$ cat src/rtl/soc_test_sequencer.sv
// Test sequencer for the RV32I SoC. It loads each test image, pulses core reset,
// then watches the core PC for the test's pass/fail address within a cycle budget.
module soc_test_sequencer #(
    parameter int XLEN       = 32,
    parameter int NUM_TESTS  = 3,
    parameter logic [NUM_TESTS*XLEN-1:0] PASS_ADDRS = {32'h2D68, 32'h2A7C, 32'h22CC},
    parameter logic [NUM_TESTS*XLEN-1:0] FAIL_ADDRS = {32'h2D64, 32'h2A78, 32'h22C8},
    parameter int MAX_CYCLES = 10000,
    parameter int RST_CYCLES = 2,
    parameter int PASS_HOLD  = 4,
    localparam int TW  = (NUM_TESTS > 1) ? $clog2(NUM_TESTS) : 1,
    localparam int CW  = $clog2(MAX_CYCLES + 1),
    localparam int RCW = $clog2(RST_CYCLES + 1),
    localparam int PHW = $clog2(PASS_HOLD + 1)
) (
    input  logic            clk,
    input  logic            rst,
    input  logic            start,
    input  logic            auto,
    input  logic [TW-1:0]   test_sel,
    input  logic            abort,
    input  logic [XLEN-1:0] pc,
    input  logic            load_ack,
    output logic            core_rst,
    output logic            load_req,
    output logic [TW-1:0]   cur_test,
    output logic            busy,
    output logic            done,
    output logic            pass,
    output logic            fail,
    output logic            timeout,
    output logic [NUM_TESTS-1:0] pass_mask,
    output logic [CW-1:0]   cycle_count,
    output logic [2:0]      dbg_state
);

    typedef enum logic [2:0] {
        S_IDLE    = 3'd0,
        S_LOAD    = 3'd1,
        S_HOLD    = 3'd2,
        S_RUN     = 3'd3,
        S_VERDICT = 3'd4,
        S_DONE    = 3'd5
    } state_t;

    state_t state, state_n;

    logic            auto_r;
    logic [RCW-1:0]  rst_cnt;
    logic [PHW-1:0]  match_cnt;
    logic            v_pass, v_fail, v_to;

    logic [XLEN-1:0] pass_addr, fail_addr;
    logic            start_ok, pc_pass, run_fail, run_pass, run_to, advance;
    logic [CW-1:0]   cc_next;

    // Image-load handshake: load_req is a level held for the whole LOAD state; the
    // load is complete on the first posedge that samples load_ack=1 while in LOAD.
    always_comb begin
        state_n   = state;
        pass_addr = PASS_ADDRS[int'(cur_test)*XLEN +: XLEN];
        fail_addr = FAIL_ADDRS[int'(cur_test)*XLEN +: XLEN];
        start_ok  = start && (state == S_IDLE || state == S_DONE) && (int'(test_sel) < NUM_TESTS);
        pc_pass   = (pc == pass_addr);
        run_fail  = (state == S_RUN) && (pc == fail_addr);
        run_pass  = (state == S_RUN) && !run_fail && pc_pass && (match_cnt == PHW'(PASS_HOLD - 1));
        cc_next   = (cycle_count >= CW'(MAX_CYCLES)) ? cycle_count : cycle_count + 1'b1;
        run_to    = (state == S_RUN) && !run_fail && !run_pass && (cc_next == CW'(MAX_CYCLES));
        advance   = v_pass && auto_r && (int'(cur_test) < NUM_TESTS - 1);

        case (state)
            S_IDLE, S_DONE: if (start_ok) state_n = S_LOAD;
            S_LOAD:         if (load_ack) state_n = S_HOLD;
            S_HOLD:         if (rst_cnt == RCW'(RST_CYCLES - 1)) state_n = S_RUN;
            S_RUN:          if (run_fail || run_pass || run_to) state_n = S_VERDICT;
            S_VERDICT:      state_n = advance ? S_LOAD : S_DONE;
            default:        state_n = S_IDLE;
        endcase
        if (abort) state_n = S_IDLE;
    end

    always_ff @(posedge clk) begin
        if (!rst) begin
            state       <= S_IDLE;
            auto_r      <= 1'b0;
            cur_test    <= '0;
            rst_cnt     <= '0;
            match_cnt   <= '0;
            cycle_count <= '0;
            pass_mask   <= '0;
            v_pass      <= 1'b0;
            v_fail      <= 1'b0;
            v_to        <= 1'b0;
            pass        <= 1'b0;
            fail        <= 1'b0;
            timeout     <= 1'b0;
        end else begin
            state <= state_n;
            if (abort) begin
                // pass_mask and cycle_count stay visible for post-mortem inspection
                v_pass  <= 1'b0;
                v_fail  <= 1'b0;
                v_to    <= 1'b0;
                pass    <= 1'b0;
                fail    <= 1'b0;
                timeout <= 1'b0;
            end else begin
                case (state)
                    S_IDLE, S_DONE: begin
                        if (start_ok) begin
                            auto_r    <= auto;
                            cur_test  <= test_sel;
                            pass_mask <= '0;
                            pass      <= 1'b0;
                            fail      <= 1'b0;
                            timeout   <= 1'b0;
                        end
                    end
                    S_LOAD: begin
                        if (load_ack) begin
                            rst_cnt     <= '0;
                            match_cnt   <= '0;
                            cycle_count <= '0;
                            v_pass      <= 1'b0;
                            v_fail      <= 1'b0;
                            v_to        <= 1'b0;
                        end
                    end
                    S_HOLD: rst_cnt <= rst_cnt + 1'b1;
                    S_RUN: begin
                        cycle_count <= cc_next;
                        match_cnt   <= pc_pass ? match_cnt + 1'b1 : '0;
                        v_pass      <= run_pass;
                        v_fail      <= run_fail || run_to;
                        v_to        <= run_to;
                    end
                    S_VERDICT: begin
                        if (v_pass) pass_mask[cur_test] <= 1'b1;
                        if (advance) begin
                            cur_test <= cur_test + 1'b1;
                        end else begin
                            pass    <= v_pass;
                            fail    <= v_fail;
                            timeout <= v_to;
                        end
                    end
                    default: ;
                endcase
            end
        end
    end

    // The core is only released while a test is actually running.
    assign core_rst  = (state != S_RUN);
    assign load_req  = (state == S_LOAD);
    assign busy      = (state == S_LOAD) || (state == S_HOLD) || (state == S_RUN) || (state == S_VERDICT);
    assign done      = (state == S_DONE);
    assign dbg_state = state;

endmodule
$ cat config.mk
export PLATFORM = sky130hd
export DESIGN_NAME = soc_test_sequencer
export DESIGN_NICKNAME = d
export VERILOG_FILES = /design/src/rtl/soc_test_sequencer.sv
export SDC_FILE = /design/constraint.sdc
export NUM_CORES = 1
export LEC_CHECK = 0
export ABC_AREA = 1
export BUFFER_PORTS_ARGS = -buffer_cell sky130_fd_sc_hd__buf_2
export CAP_MARGIN = 25
export CORE_MARGIN = 1
export CORE_UTILIZATION = 40
export CTS_CLUSTER_DIAMETER = 200
export DETAILED_ROUTE_END_ITERATION = 8
export GPL_ROUTABILITY_DRIVEN = 0
export GPL_TIMING_DRIVEN = 0
export SLEW_MARGIN = 15
export SYNTH_ARGS = -nofsm -noshare
export SYNTH_HDL_FRONTEND = slang
export SYNTH_SLANG_ARGS = --single-unit
$ cat constraint.sdc
create_clock -name clk -period 2.6 [get_ports clk]
set_input_delay 0.13 -clock clk [delete_from_list [all_inputs] [get_ports clk]]
set_output_delay 0.13 -clock clk [all_outputs]
set_load 0.03 [all_outputs]
==> reports/qor.yml, run 1 <==
power_and_ir_drop:
  p_int_mw: 0.9196
  swShare: 0.3630
  power.switching_mw: 0.5240
  vdd_ir_drop_max_uv: 339.3
  p_leak_nw: 1.468
  power_frac_seq: 0.401
  powerDensity_nw_per_um2: 458.0
  p_total_mw: 1.444
  combinationalPowerShare: 0.321
  clkPwrFrac: 0.278
clock_network:
  cts_htree_levels: 2
  cts_buffers: 5
  clk_path_buf_depth: 2
  cts_tree: "yes"
  cts.sink_count: 34
  clockRootBuffer: "clkbuf_8"
  holdBufCountCts: 0
  clk_pin_slew_ps: 70
  clk_latency_ps: 280
  cts-resized-gates: 0
  cts_setup_buffers: 0
sta:
  fmax_ghz: 0.4348
  relSlewSlack: 0.6729
  hold_violations: 0
  final.min_clock_period_ps: 2300
  min_period_over_period: 0.8846
  fin_ws_ps: 299.9
  finClkSkew_ps: 7.782
  worstMarginPinSlew_ps: 490.7
  grt_setup_unrepaired: "false"
  slew_violations: 0
  finalSetupViolations: 0
  fin_hold_ws_ps: 123.2
  setup_tns_ps: 0
grt:
  grt_usage: 0.1990
  grt_pass1_vias: 2559
  overflow: 0
  grt_max_degree: 12
  antenna_found_initial: 0
  grt_pass1_wl_um: 11390
flow_run:
  drv_cap: 0
critical_path:
  crit_path_start: "cycle_count[1]"
  critPathKind: "flop to flop"
  cp_max_fo: 6
  endpoint_kind: "flop"
  slowest_delay_ps: 420
  reg2reg_slack_ps: 300
  slowest_stage: "dfxtp_1"
  required_ps: 2780
  cp_data_arrival_time_ps: 2480
  reg2reg_from: "cycle_count[1]"
  worstPathCellList: "ha_1 -> nand2_1 -> nor2_1 -> nand3_1 -> nand2_1 -> nand2_1 -> a21boi_2 -> nand2_1 -> nor2_1 -> nand2_1 -> nand2_2 -> nand3_1 -> nand2_1 -> nor2_1"
  worstSetupStartpointType: "flop"
  cp_common_cell: "nand2_1"
worst_hold_path:
  hold_start: "test_sel[1]"
  hp-class: "input port to flop"
logic_synthesis:
  synth_nets: 485
  syn_area_sq_um: 2619
  synth.area.top_cells: "dfxtp_1 26%, nand2_1 18%, inv_1 8.5%, nor2_1 7.7%, a21oi_1 6.1%"
  synth_cells: 436
  synth_top_cell_by_area: "dfxtp_1"
  async_flop_share: 0
  synthFlopType: "dfxtp_1"
  yosysWarnings: 0
  ys_seq_area_frac: 0.2599
  synth_edf_count: 0
  synth_common_cells: "126 x nand2_1, 59 x inv_1, 54 x nor2_1"
  yosysTopAreaCellShare: 0.2599
  avgSynthCellArea_sq_um: 6.006
  post-synth-top-count-cell: "nand2_1"
  synth-seq-cells: 34
  synth_cell_type_count: 32
drt:
  drc_errors: 0
  wire_per_inst_um: 11.24
  viasPerCell: 4.851
  routed-via-count: 2857
  firstDrtPassIters: 4
  dr.first_iter.drc_count: 79
  wirelength_um: 6618
  antenna_left: 0
finish:
  postLayoutCellArea_sq_um: 3152
  area_delta_synth_final_pct: 20.35
  drive_above_1_share: 0.2285
  instances_no_fill: 589
  num_antenna_cells: 0
  post-route-util: 0.4964
  final_nets: 560
die:
  placement_rows: 29
  die_y_um: 82.91
  start_util: 0.4124
  die_area_sq_um: 6874
  dieWidth_um: 82.91
  core_sq_um: 6350
  ioPinCount: 69
run_status:
  status: "completed"
place:
  place_hpwl_um: 5458
  post-place-cells: 581
  dp_slack_ps: 201.4
  placed_area_sq_um: 3055
  port-buffer-count: 68
power groups by stage:
stage | combinational [mW] | clock [mW] | sequential [mW]
5_1_grt | 0.524 | 0.446 | 0.585
6_report | 0.463 | 0.401 | 0.579
3_5_place_dp | 0.464 | 0 | 0.590
3_3_place_gp | 0.457 | 0 | 0.589
4_1_cts | 0.466 | 0.414 | 0.579
2_1_floorplan | 0.296 | 0 | 0.622
sequential cells by signal, indices dropped and copies added (netlist names):
register,flops
rst_cnt,2
v_pass,1
auto_r,1
fail,1
dbg_state,3
match_cnt,3
timeout,1
pass_mask,3
cycle_count,14
v_fail,1
cur_test,2
v_to,1
pass,1
cell type report:
type / instances / area, sq um
Buffer: 6 / 40.04
Clock buffer: 6 / 82.58
Clock inverter: 2 / 12.51
Fill cell: 691 / 3198
Inverter: 63 / 236.5
Multi-Input combinational cell: 333 / 1662
Sequential cell: 34 / 681.9
Tap cell: 77 / 96.34
Timing Repair Buffer: 68 / 340.3
critical path: cells and delay by family, from the launching register on:
| family | cells | cell delay [ps] |
|---|---|---|
| adders and majority gates | 1 | 320 |
| and+or+nand+nor | 12 | 1260 |
| DFF | 1 | 420 |
| AOI/OAI and AO/OA | 1 | 190 |
kinds of logic (layout without fill, tap and decap cells):
logic type | Yosys count | after routing | share of synthesized area
AO/OA/AOI/OAI | 48 | 48 | 0.1027
XOR/XNOR | 11 | 11 | 0.03679
adder cells (fa/ha/maj) | 9 | 9 | 0.04300
buffers and inverters | 69 | 145 | 0.1056
flip-flops | 34 | 34 | 0.2599
AND/OR/NAND/NOR | 265 | 265 | 0.4520
metal layers:
metal  up-vias  routed length, um  track usage
met4         0                 71      0.05329
met3         7                274      0.03280
li1       1529                  -            -
met1      1258               2988       0.2429
met2        63               3284       0.3592
met5         -                  0            0
path summary, 6_finish.rpt:
kind              cells after the start            to
setup reg to reg                     14  dbg_state[2]
hold reg to reg                       2  pass_mask[2]
setup / recovery                     14  dbg_state[2]
hold / removal                        3   cur_test[1]
cell usage in the layout, fill, tap and decap left out:
cell and instances:
dfxtp_1 33, nor2_1 54, nand2_2 14, inv_2 4, and3_1 2, inv_1 59
nor2_2 8, nor3_1 7, dfxtp_2 1, nand3_2 1, a211oi_1 1, a21boi_2 1
nand3b_1 3, nor2_4 3, a31oi_2 1, nand4_1 9, o21ai_0 8, clkinv_2 1
nand3_1 31, a21oi_2 2, xnor2_1 4, buf_6 2, nand2_1 126, buf_2 70
or2_2 2, a21oi_1 32, o31ai_1 1, nor4_1 4, o22ai_1 1, xor2_1 7
clkbuf_8 6, clkbuf_1 2, clkinvlp_4 1, ha_1 9, nor3b_1 1, a31oi_1 1
Note: power is estimated with default switching activity, not from simulation.
==> run 2, diff against run 1 <==
--- a/config.mk
+++ b/config.mk
@@ -8,6 +8,7 @@
 export ABC_AREA = 1
 export BUFFER_PORTS_ARGS = -buffer_cell sky130_fd_sc_hd__buf_2
 export CAP_MARGIN = 25
+export CORE_ASPECT_RATIO = 1.2
 export CORE_MARGIN = 1
 export CORE_UTILIZATION = 40
 export CTS_CLUSTER_DIAMETER = 200
==> reports/qor.yml, run 2 (synthesized netlist as in run 1, its figures left out) <==
sta:
  setup_tns_ps: 0  # unchanged
  fin_ws_ps: 345.0  # was 299.9 ps
  fin_hold_ws_ps: 107.8  # was 123.2 ps
  grt_setup_unrepaired: "false"  # unchanged
  final.min_clock_period_ps: 2255  # was 2300 ps
  worstMarginPinSlew_ps: 532.4  # was 490.7 ps
  relSlewSlack: 0.6450  # was 0.6729
  slew_violations: 0  # unchanged
  fmax_ghz: 0.4435  # was 0.4348 GHz
  min_period_over_period: 0.8673  # was 0.8846
  finalSetupViolations: 0  # unchanged
  finClkSkew_ps: 12.62  # was 7.782 ps
  hold_violations: 0  # unchanged
finish:
  final_nets: 560  # unchanged
  area_delta_synth_final_pct: 22.22  # was 20.35%
  drive_above_1_share: 0.2285  # unchanged
  seqCellArea_sq_um: 681.9  # unchanged
  largest_reg_flops: 14  # unchanged
  multiInputGateArea_sq_um: 1662  # unchanged
  layout_common_cells: "126 x nand2_1, 70 x buf_2, 59 x inv_1"  # unchanged
  fill_cells: 671  # was 691
  num_antenna_cells: 0  # unchanged
  postLayoutCellArea_sq_um: 3201  # was 3152 sq um
  final_common_cell: "nand2_1"  # unchanged
  largest_register: "cycle_count"  # unchanged
grt:
  antenna_found_initial: 0  # unchanged
  grt_pass1_wl_um: 10980  # was 11390 um
  grt_usage: 0.2049  # was 0.1990
  grt_max_degree: 13  # was 12
  overflow: 0  # unchanged
  grt_pass1_vias: 2591  # was 2559
die:
  start_util: 0.4246  # was 0.4124
  die_area_sq_um: 6876  # was 6874 sq um
  dieWidth_um: 75.87  # was 82.91 um
  core_sq_um: 6167  # was 6350 sq um
  die_y_um: 90.64  # was 82.91 um
  ioPinCount: 69  # unchanged
  placement_rows: 31  # was 29
drt:
  wirelength_um: 6608  # was 6618 um
  drc_errors: 0  # unchanged
  wire_per_inst_um: 11.12  # was 11.24 um
  viasPerCell: 4.773  # was 4.851
  dr.first_iter.drc_count: 63  # was 79
  antenna_left: 0  # unchanged
  routed-via-count: 2835  # was 2857
  firstDrtPassIters: 4  # unchanged
place:
  place_hpwl_um: 5431  # was 5458 um
  dp_slack_ps: 172.1  # was 201.4 ps
  port-buffer-count: 68  # unchanged
  placed_area_sq_um: 3062  # was 3055 sq um
clock_network:
  cts_htree_levels: 2  # unchanged
  cts_buffers: 5  # unchanged
  cts_tree: "yes"  # unchanged
  holdBufCountCts: 0  # unchanged
  clk_latency_ps: 290  # was 280 ps
  clk_pin_slew_ps: 80  # was 70 ps
  clk_path_buf_depth: 2  # unchanged
  clockRootBuffer: "clkbuf_8"  # unchanged
  cts.sink_count: 34  # unchanged
power_and_ir_drop:
  powerDensity_nw_per_um2: 508.5  # was 458.0 nW/um^2
  p_total_mw: 1.628  # was 1.444 mW
  vdd_ir_drop_max_uv: 425.6  # was 339.3 uV
  p_leak_nw: 1.489  # was 1.468 nW
critical_path:
  slowest_delay_ps: 440  # was 420 ps
  worstPathCellList: "inv_1 -> ha_1 -> xor2_1 -> nor2_1 -> o21ai_0 -> nor2_1 -> nand3_1 -> inv_1 -> a21oi_1 -> nand2_2 -> a21oi_1 -> nor2_1"  # was ha_1 -> nand2_1 -> nor2_1 -> nand3_1 -> nand2_1 -> nand2_1 -> a21boi_2 -> nand2_1 -> nor2_1 -> nand2_1 -> nand2_2 -> nand3_1 -> nand2_1 -> nor2_1
  reg2reg_from: "cur_test[1]"  # was cycle_count[1]
  required_ps: 2790  # was 2780 ps
  slowest_stage: "dfxtp_2"  # was dfxtp_1
  r2r-end: "dbg_state[2]"  # unchanged
  cp_data_arrival_time_ps: 2440  # was 2480 ps
  cp_common_cell: "nor2_1"  # was nand2_1
  worstSetupStartpointType: "flop"  # unchanged
  critPathKind: "flop to flop"  # unchanged
  cp_max_fo: 9  # was 6
  crit_path_start: "cur_test[1]"  # was cycle_count[1]
  worstRegToRegCells: 12  # was 14
  reg2reg_slack_ps: 340  # was 300 ps
  endpoint_kind: "flop"  # unchanged
run_status:
  status: "completed"  # unchanged
worst_hold_path:
  hold_start: "auto"  # was test_sel[1]
  hp-class: "input port to flop"  # unchanged
  hold_end: "auto_r"  # was cur_test[1]
  holdPathStages: 3  # unchanged
flow_run:
  drv_cap: 0  # unchanged
-- run 2: changes by cell type in the layout (fill, tap and decap cells not counted), sizes merged --
cell      change
bufinv        +2
clkbuf        -1
clkinvlp      -1
-- run 2: through the flow --
| step | cells | utilization |
|---|---|---|
| after floorplan | 436 | - |
| after global placement | 586 | 0.4965 |
| after detailed placement | 586 | 0.4965 |
| after CTS | 594 | 0.5188 |
| after global routing | 594 | 0.5190 |
| final | 594 | 0.5190 |
-- run 2: worst max-delay path: cells and delay by family (launching register included) --
family	cells	cell delay, ps
AO/OA/AOI/OAI	3	500
flip-flops	1	440
AND/OR/NAND/NOR	5	430
adder cells (fa/ha/maj)	1	370
buffers and inverters	2	210
XOR/XNOR	1	200
-- run 2: worst max-delay path by stage --
stage,depth (start not counted),end
after global routing,13,dbg_state[0]
after floorplan,12,cycle_count[5]
after detailed placement,12,dbg_state[2]
after CTS,12,dbg_state[2]
after global placement,12,dbg_state[0]
final,12,dbg_state[2]
-- run 2: layout make-up --
cell class / count / area share
tap: 82 / 0.03206
clock buffer: 5 / 0.02150
buffer: 6 / 0.01251
sequential: 34 / 0.2131
clock inverter: 3 / 0.02150
inverter: 63 / 0.07389
timing repair buffer: 68 / 0.1063
multi-input combinational: 333 / 0.5192
-- run 2: per-layer routing --
metal	global-route usage	routed length [um]
met1	0.2449	2937
met2	0.3650	3300
met3	0.02121	229
met4	0.07099	142
met5	0	0
-- run 2: repair_timing --
| action | CTS | global route |
|---|---|---|
| resized for setup | 0 | 1 |
| buffers inserted | 0 | 0 |
| endpoints found under the setup margin | 0 | 4 |
-- run 2: report_power, final --
part	internal (mW)	total, mW	switching [mW]
clock	0.384	0.589	0.205
combinational	0.162	0.459	0.298
sequential	0.545	0.579	0.0342
==> run 3, diff against run 2 <==
--- a/config.mk
+++ b/config.mk
@@ -15,6 +15,7 @@
 export DETAILED_ROUTE_END_ITERATION = 8
 export GPL_ROUTABILITY_DRIVEN = 0
 export GPL_TIMING_DRIVEN = 0
+export PLACE_DENSITY_LB_ADDON = 0.25
 export SLEW_MARGIN = 15
 export SYNTH_ARGS = -nofsm -noshare
 export SYNTH_HDL_FRONTEND = slang
==> reports/qor.yml, run 3 (synthesized netlist as in run 1, its figures left out) <==
die:
  start_util: 0.4246  # unchanged
  placement_rows: 31  # unchanged
  dieWidth_um: 75.87  # unchanged
  die_area_sq_um: 6876  # unchanged
  die_y_um: 90.64  # unchanged
  core_sq_um: 6167  # unchanged
  ioPinCount: 69  # unchanged
worst_hold_path:
  hold_start: "test_sel[1]"  # was auto
  hold_end: "cur_test[1]"  # was auto_r
  hp-class: "input port to flop"  # unchanged
  holdPathStages: 3  # unchanged
finish:
  largest_register: "cycle_count"  # unchanged
  post-route-util: 0.5121  # was 0.5190
  instances_no_fill: 594  # unchanged
  fill_cells: 661  # was 671
  multiInputGateArea_sq_um: 1662  # unchanged
  final_nets: 560  # unchanged
  layout_common_cells: "126 x nand2_1, 70 x buf_2, 59 x inv_1"  # unchanged
  seqCellArea_sq_um: 681.9  # unchanged
  final_common_cell: "nand2_1"  # unchanged
  area_delta_synth_final_pct: 20.59  # was 22.22%
  largest_reg_flops: 14  # unchanged
  postLayoutCellArea_sq_um: 3158  # was 3201 sq um
  drive_above_1_share: 0.2285  # unchanged
  num_antenna_cells: 0  # unchanged
drt:
  drc_errors: 0  # unchanged
  routed-via-count: 2888  # was 2835
  antenna_left: 0  # unchanged
  viasPerCell: 4.862  # was 4.773
  firstDrtPassIters: 4  # unchanged
  wire_per_inst_um: 11.08  # was 11.12 um
  dr.first_iter.drc_count: 94  # was 63
  wirelength_um: 6581  # was 6608 um
power_and_ir_drop:
  p_leak_nw: 1.468  # was 1.489 nW
  p_int_mw: 0.9196  # was 1.091 mW
  powerDensity_nw_per_um2: 456.5  # was 508.5 nW/um^2
  clkPwrFrac: 0.278  # was 0.362
  swShare: 0.3621  # was 0.3298
  power.switching_mw: 0.5220  # was 0.5368 mW
  power_frac_seq: 0.402  # was 0.356
  combinationalPowerShare: 0.319  # was 0.282
  vdd_ir_drop_max_uv: 406.9  # was 425.6 uV
critical_path:
  worstRegToRegCells: 14  # was 12
  worstSetupStartpointType: "flop"  # unchanged
  endpoint_kind: "flop"  # unchanged
  r2r-end: "dbg_state[2]"  # unchanged
  cp_data_arrival_time_ps: 2400  # was 2440 ps
  cp_max_fo: 6  # was 9
  reg2reg_slack_ps: 380  # was 340 ps
  required_ps: 2780  # was 2790 ps
  reg2reg_from: "cycle_count[0]"  # was cur_test[1]
  critPathKind: "flop to flop"  # unchanged
clock_network:
  clk_path_buf_depth: 2  # unchanged
  cts_buffers: 5  # unchanged
  cts.sink_count: 34  # unchanged
  clk_pin_slew_ps: 70  # was 80 ps
  cts_tree: "yes"  # unchanged
  clockRootBuffer: "clkbuf_8"  # unchanged
  cts_htree_levels: 2  # unchanged
  clk_latency_ps: 280  # was 290 ps
place:
  post-place-cells: 586  # unchanged
  place_hpwl_um: 5395  # was 5431 um
  port-buffer-count: 68  # unchanged
  placed_area_sq_um: 3062  # unchanged
grt:
  overflow: 0  # unchanged
  grt_usage: 0.2042  # was 0.2049
  grt_pass1_wl_um: 11120  # was 10980 um
  grt_pass1_vias: 2621  # was 2591
  grt_max_degree: 12  # was 13
  antenna_found_initial: 0  # unchanged
sta:
  finClkSkew_ps: 6.873  # was 12.62 ps
  setup_tns_ps: 0  # unchanged
  finalSetupViolations: 0  # unchanged
  final.min_clock_period_ps: 2219  # was 2255 ps
  fin_hold_ws_ps: 126.4  # was 107.8 ps
  worstMarginPinSlew_ps: 495.2  # was 532.4 ps
  fmax_ghz: 0.4506  # was 0.4435 GHz
  grt_setup_unrepaired: "false"  # unchanged
  min_period_over_period: 0.8536  # was 0.8673
  hold_violations: 0  # unchanged
  relSlewSlack: 0.6699  # was 0.6450
  slew_violations: 0  # unchanged
flow_run:
  drv_cap: 0  # unchanged
run_status:
  status: "completed"  # unchanged
==> run 3: cell count changes in the layout (fill, tap and decap cells not counted) <==
cell,delta
bufinv_16,-2
clkbuf_8,+1
clkinv_2,+1
clkinv_4,-1
clkinvlp_4,+1
==> run 3: repair_timing <==
| action | 4_1_cts | 5_1_grt |
|---|---|---|
| gates resized for setup | 0 | 1 |
| hold buffers | 0 | 0 |
| setup endpoints to repair | 0 | 4 |
| setup buffers | 0 | 0 |
==> run 3: power groups by stage <==
stage	Sequential (mW)	Combinational (mW)	Clock, mW
after CTS	0.579	0.463	0.413
after global routing	0.586	0.522	0.438
after detailed placement	0.590	0.460	0
after global placement	0.589	0.453	0
after floorplan	0.622	0.296	0
final	0.580	0.460	0.401
==> run 3: worst max path at each step <==
| stage | from | to | slack (ps) | depth (start not counted) |
|---|---|---|---|---|
| finish | cycle_count[0] | dbg_state[2] | 380 | 14 |
| global route | cur_test[1] | dbg_state[0] | 110 | 12 |
| CTS | cur_test[1] | dbg_state[0] | 220 | 12 |
| detailed placement | cur_test[1] | dbg_state[2] | 240 | 12 |
| global placement | cur_test[1] | dbg_state[2] | 250 | 12 |
| floorplan | dbg_state[0] | cycle_count[5] | 330 | 12 |
==> run 3: final cells by class <==
type                       count  share of cell area
multi-input combinational    333              0.5261
sequential                    34              0.2159
timing repair buffer          68              0.1078
inverter                      63             0.07488
tap                           82             0.03249
clock buffer                   6             0.02615
buffer                         6             0.01268
clock inverter                 2            0.003962
==> run 3: routing by layer <==
metal  global-route usage  up-vias  part of all wire
li1                     -     1527                 -
met1               0.2399     1274              0.43
met2               0.3614       74              0.51
met3              0.02790       13             0.039
met4              0.07562        0             0.026
met5                    0        -                 0
==> run 3: metrics by stage <==
stage          power, mW  setup slack (ps)
2_1_floorplan     0.9181             326.8
3_3_place_gp       1.042             248.7
3_5_place_dp       1.050             237.2
4_1_cts            1.455             223.3
5_1_grt            1.546             112.3
6_report           1.442             380.5
==> run 3: critical path: stages, from the launching register on <==
cell      delay, ps
dfxtp_1         410
ha_1            310
nand2_1          80
nor2_1          330
nand3_1         120
nand2_1          70
nand2_1          60
a21boi_2        170
nand2_1         100
nor2_1          100
nand2_1          70
nand2_2         110
nand3_1          80
nand2_1          70
nor2_1           40
